==> src/rtl/csr_seq_ctrl.sv <==
// Sequences one CSR request (CSRRx / ECALL / MRET) onto the single-port CSR file; response after 1 (illegal), 2 (CSRRx), 3 (MRET) or 5 (ECALL) cycles.
// Backpressure: req_ready_o only in IDLE; the response is held stable in RESP until resp_ready_i.
module csr_seq_ctrl #(
    parameter int               XLEN        = 64,
    parameter logic [XLEN-1:0]  ECALL_CAUSE = XLEN'(11)
) (
    input  logic                clk_i,
    input  logic                rst_i,
    input  logic                req_valid_i,
    output logic                req_ready_o,
    input  logic [2:0]          req_op_i,
    input  logic [11:0]         req_addr_i,
    input  logic [XLEN-1:0]     req_src_i,
    input  logic                req_src_zero_i,
    input  logic [XLEN-1:0]     req_pc_i,
    output logic                resp_valid_o,
    input  logic                resp_ready_i,
    output logic [XLEN-1:0]     resp_rdata_o,
    output logic                resp_redirect_o,
    output logic [XLEN-1:0]     resp_target_o,
    output logic                resp_illegal_o,
    output logic [11:0]         csr_addr_o,
    output logic                csr_re_o,
    output logic                csr_we_o,
    output logic [XLEN-1:0]     csr_wdata_o,
    input  logic [XLEN-1:0]     csr_rdata_i
);

    localparam logic [2:0] OP_RW    = 3'b001;
    localparam logic [2:0] OP_RS    = 3'b010;
    localparam logic [2:0] OP_RC    = 3'b011;
    localparam logic [2:0] OP_ECALL = 3'b100;
    localparam logic [2:0] OP_MRET  = 3'b101;

    localparam logic [11:0] A_MSTATUS = 12'h300;
    localparam logic [11:0] A_MTVEC   = 12'h305;
    localparam logic [11:0] A_MEPC    = 12'h341;
    localparam logic [11:0] A_MCAUSE  = 12'h342;

    typedef struct packed {
        logic [2:0]      op;
        logic [11:0]     addr;
        logic [XLEN-1:0] src;
        logic            src_zero;
        logic [XLEN-1:0] pc;
    } req_t;

    typedef enum logic [3:0] {
        S_IDLE,
        S_ACC,
        S_T_EPC,
        S_T_CAUSE,
        S_T_STAT,
        S_T_VEC,
        S_R_EPC,
        S_R_STAT,
        S_RESP
    } state_t;

    state_t          state_q, state_d;
    req_t            req_q, req_d;
    logic [XLEN-1:0] rdata_q, rdata_d;
    logic [XLEN-1:0] target_q, target_d;
    logic            redirect_q, redirect_d;
    logic            illegal_q, illegal_d;
    logic [XLEN-1:0] status_w;

    always_ff @(posedge clk_i or posedge rst_i) begin
        if (rst_i) begin
            state_q    <= S_IDLE;
            req_q      <= '0;
            rdata_q    <= '0;
            target_q   <= '0;
            redirect_q <= 1'b0;
            illegal_q  <= 1'b0;
        end else begin
            state_q    <= state_d;
            req_q      <= req_d;
            rdata_q    <= rdata_d;
            target_q   <= target_d;
            redirect_q <= redirect_d;
            illegal_q  <= illegal_d;
        end
    end

    always_comb begin
        state_d     = state_q;
        req_d       = req_q;
        rdata_d     = rdata_q;
        target_d    = target_q;
        redirect_d  = redirect_q;
        illegal_d   = illegal_q;
        csr_addr_o  = '0;
        csr_re_o    = 1'b0;
        csr_we_o    = 1'b0;
        csr_wdata_o = '0;
        status_w    = csr_rdata_i;

        case (state_q)
            S_IDLE: begin
                if (req_valid_i) begin
                    req_d.op       = req_op_i;
                    req_d.addr     = req_addr_i;
                    req_d.src      = req_src_i;
                    req_d.src_zero = req_src_zero_i;
                    req_d.pc       = req_pc_i;
                    rdata_d        = '0;
                    target_d       = '0;
                    redirect_d     = 1'b0;
                    illegal_d      = 1'b0;
                    case (req_op_i)
                        OP_RW, OP_RS, OP_RC: state_d = S_ACC;
                        OP_ECALL: begin
                            state_d    = S_T_EPC;
                            redirect_d = 1'b1;
                        end
                        OP_MRET: begin
                            state_d    = S_R_EPC;
                            redirect_d = 1'b1;
                        end
                        default: begin
                            state_d   = S_RESP;
                            illegal_d = 1'b1;
                        end
                    endcase
                end
            end
            S_ACC: begin
                // Read-modify-write uses this cycle's read data combinationally.
                csr_re_o   = 1'b1;
                csr_addr_o = req_q.addr;
                rdata_d    = csr_rdata_i;
                case (req_q.op)
                    OP_RW: begin
                        csr_we_o    = 1'b1;
                        csr_wdata_o = req_q.src;
                    end
                    OP_RS: begin
                        csr_we_o    = !req_q.src_zero;
                        csr_wdata_o = csr_rdata_i | req_q.src;
                    end
                    default: begin
                        csr_we_o    = !req_q.src_zero;
                        csr_wdata_o = csr_rdata_i & ~req_q.src;
                    end
                endcase
                state_d = S_RESP;
            end
            S_T_EPC: begin
                csr_we_o    = 1'b1;
                csr_addr_o  = A_MEPC;
                csr_wdata_o = req_q.pc;
                state_d     = S_T_CAUSE;
            end
            S_T_CAUSE: begin
                csr_we_o    = 1'b1;
                csr_addr_o  = A_MCAUSE;
                csr_wdata_o = ECALL_CAUSE;
                state_d     = S_T_STAT;
            end
            S_T_STAT: begin
                status_w[7]     = csr_rdata_i[3];
                status_w[3]     = 1'b0;
                status_w[12:11] = 2'b11;
                csr_re_o        = 1'b1;
                csr_we_o        = 1'b1;
                csr_addr_o      = A_MSTATUS;
                csr_wdata_o     = status_w;
                state_d         = S_T_VEC;
            end
            S_T_VEC: begin
                // Direct mode only: vector mode bits are dropped.
                csr_re_o   = 1'b1;
                csr_addr_o = A_MTVEC;
                target_d   = {csr_rdata_i[XLEN-1:2], 2'b00};
                state_d    = S_RESP;
            end
            S_R_EPC: begin
                csr_re_o   = 1'b1;
                csr_addr_o = A_MEPC;
                target_d   = csr_rdata_i;
                state_d    = S_R_STAT;
            end
            S_R_STAT: begin
                status_w[3]     = csr_rdata_i[7];
                status_w[7]     = 1'b1;
                status_w[12:11] = 2'b00;
                csr_re_o        = 1'b1;
                csr_we_o        = 1'b1;
                csr_addr_o      = A_MSTATUS;
                csr_wdata_o     = status_w;
                state_d         = S_RESP;
            end
            S_RESP: begin
                if (resp_ready_i) state_d = S_IDLE;
            end
            default: state_d = S_IDLE;
        endcase
    end

    assign req_ready_o     = (state_q == S_IDLE);
    assign resp_valid_o    = (state_q == S_RESP);
    assign resp_rdata_o    = rdata_q;
    assign resp_target_o   = target_q;
    assign resp_redirect_o = redirect_q;
    assign resp_illegal_o  = illegal_q;

endmodule
==> config.mk <==
export PLATFORM = sky130hd
export DESIGN_NAME = csr_seq_ctrl
export DESIGN_NICKNAME = d
export VERILOG_FILES = /design/src/rtl/csr_seq_ctrl.sv
export SDC_FILE = /design/constraint.sdc
export NUM_CORES = 1
export LEC_CHECK = 0
export CORE_AREA = 2 2 171 173
export CTS_CLUSTER_DIAMETER = 150
export DETAILED_ROUTE_END_ITERATION = 10
export DIE_AREA = 0 0 173 175
export PLACE_DENSITY = 0.87
export SLEW_MARGIN = 5
export SYNTH_ARGS = -nofsm -noshare
export SYNTH_HDL_FRONTEND = slang
export SYNTH_SLANG_ARGS = --single-unit
==> constraint.sdc <==
create_clock -name clk_i -period 14.16 [get_ports clk_i]
set_clock_uncertainty 0.05 [all_clocks]
set_input_delay 4.248 -clock clk_i [delete_from_list [all_inputs] [get_ports clk_i]]
set_output_delay 4.248 -clock clk_i [all_outputs]
set_load 0.01 [all_outputs]
==> impl_metrics.ini <==
[outcome]
status = complete, no violations

[critical_path]
worst-setup-path-type = input port to output pin
worstSetupEndpointType = output pin
rr_worst_depth = 6
critPathArrivalTime_ns = 6.01
critPathLaunchType = input port
path_max_fanout = 5
r2r-end = resp_target_o[29]
required_ns = 9.86
regToRegStartpoint = state_q[2]
rrSetupSlack_ns = 10.25

[floorplanning]
core_sq_um = 28400
pin_count = 422
die_y_um = 175
die_area_sq_um = 30300
rows = 62
die_x_um = 173
start_util_pct = 46.6

[detailed_routing]
initialDrtViolationCount = 1116
wl_um = 45400
post-route-drc-count = 0
viasPerCell = 6.13
dr.pass1.iters = 5
wire_per_inst_um = 23.4
num_vias = 11900
antenna_left = 0

[yosys]
synth_nets = 1389
synth_top_area_cell = dfrtp_1
avgSynthCellArea_sq_um = 11.2
synth_cell_types = 40
ys_ff_latch = 278
synth_area_leaders = dfrtp_1 (53%), mux2_1 (8.6%), a22o_1 (8.3%), a22oi_1 (6.9%), nand2_1 (3.9%)
syn-instance-count = 1177
ys_seq_area_share_pct = 52.6
yosysTopAreaCellShare_pct = 52.6
syn_area_sq_um = 13200
ys_warn_count = 0

[timing]
tns_ns = 0
worst_pin_slew_ns = 1.15
timing.fmax_mhz = 97.1
hold_violations = 0
period_needed_ns = 10.30
slew_violations = 0
rsz0062_at_grt = no
relSlewSlack_pct = 23.2
timing.final.crit_share_pct = 72.8
setup_viol = 0

[layout]
final_cell_mix = clkdlybuf4s50_1 (421), dfrtp_1 (277), nand2_1 (136), a22o_1 (125), a22oi_1 (122)
layout_commonest_cell = clkdlybuf4s50_1
area_delta_synth_final_pct = 40.7
fin_nets = 1746
drive_gt1_share_pct = 8.09
final_cell_area_sq_um = 18600

[cts]
cts_buffers = 31
clock-sinks = 278
cts_hold_buf = 0
cts_resized = 0
cts-htree-levels = 1
cts_root_buffer = clkbuf_16
cts_buffer_depth = 3
post_cts_buffers = 0
cts_tree = built
path_clk_slew_ns = 0.05
clk_latency_ns = 0.56

[job]
drv_cap = 0

[place]
hpwlAfterDp_um = 28100
gp_congestion = 0.865
port_buffers = 421
place_area_sq_um = 17500

[global_routing]
grt_pass1_wl_um = 70400
grt_usage_pct = 29.2
grt_overflow = 0
grt_start_max_net_pins = 171
grt_pass1_vias = 12400
antenna_found_initial = 2

[power_and_ir_drop]
worst_ir_drop_vdd_v = 0.000145
p_per_area_nw_per_um2 = 241
power_leakage_nw = 7.84
power_mw = 4.48

[hold_path]
whs_endpoint = req_q[3]
hold_path_depth = 1
hp-class = flop to flop
holdCritStartpoint = req_q[3]
synth_stat cells:
library cell  instances
or3_1                 1
o32ai_1               1
buf_4                 2
mux2_2               42
a21boi_0              1
nor3b_1               2
buf_1                21
a22o_1              125
inv_2                 1
nor2_1                7
nor3_2                2
or3b_2                1
a211oi_1              2
a211o_1               1
o21bai_1              1
or2_2                 2
nor2_2                1
buf_6                16
o21ai_0               3
nor4b_1               1
nand3_1              64
a22oi_1             122
nor3_1                5
mux2_1              101
nand3b_1              1
inv_1                 4
a21oi_1              12
nor2b_1              66
a21oi_2               1
xnor2_1               1
a32oi_1               2
nor4_2                1
nand2b_1              7
clkbuf_1             40
o211ai_1              2
buf_2                30
o22ai_1              64
nand2_1             137
dfrtp_1             278
and2_1                6
power by group:
part	internal (mW)	switching (mW)	total, mW	leakage, nW
sequential	1.18	0.293	1.47	3.49
clock	0.514	0.342	0.856	0.525
combinational	1.07	1.08	2.15	3.82
total	2.76	1.72	4.48	7.84
metrics by stage:
stage               utilization [%]  instances  hold WS, ns  setup WS (ns)
global route                   65.5       1944        0.449           3.80
floorplan                         -       1177        0.409           2.20
detailed placement             61.7       1885        0.425           3.86
global placement               61.7       1885        0.411           3.84
CTS                            65.5       1942        0.440           3.86
finish                         65.5       1944        0.440           3.86
flip-flops by register name, summed over array words and instances, names as in the netlist:
name	flops
resp_illegal_o	1
resp_rdata_o	64
resp_redirect_o	1
state_q	4
resp_target_o	64
req_q	144
how the worst max path moves through the flow:
stage / from / end / cells past startpoint
finish: csr_rdata_i[0] / csr_wdata_o[0] / 6
global placement: csr_rdata_i[22] / csr_wdata_o[22] / 5
detailed placement: csr_rdata_i[22] / csr_wdata_o[22] / 5
CTS: csr_rdata_i[22] / csr_wdata_o[22] / 5
global route: csr_rdata_i[22] / csr_wdata_o[22] / 5
floorplan: rst_i / req_q[0] / 1
worst max-delay path: stages:
cell and delay (ns):
clkdlybuf4s50_1 0.51, nand2b_1 0.19, a22o_1 0.21, a32oi_1 0.16, o22ai_1 0.13, clkdlybuf4s50_1 0.56
cell families after synthesis:
family / share of synthesized area [%]
flip-flops: 52.6
AND/OR/NAND/NOR: 11.2
buffers and inverters: 4.49
AO/OA/AOI/OAI: 19.5
XOR/XNOR: 0.0663
multiplexers: 12.2
routing by layer:
metal  vias to the layer above  GRT usage (%)  share of wire [%]  wire [um]
met5                         -              0                  0          0
met4                         0           14.5                4.9       2230
met1                      5974           36.1                 38      17200
met3                       148           6.48                9.2       4180
met2                       702           48.6                 48      21800
li1                       5085              -                  -          -
final cells by class:
type | count | area, sq um
tap | 384 | 480
timing repair buffer | 433 | 4320
clock buffer | 36 | 835
sequential | 278 | 6960
clock inverter | 21 | 255
inverter | 5 | 26.3
antenna | 2 | 5.00
fill | 2122 | 9790
multi-input combinational | 785 | 5730
No activity file was read; power rests on OpenSTA's default activity.
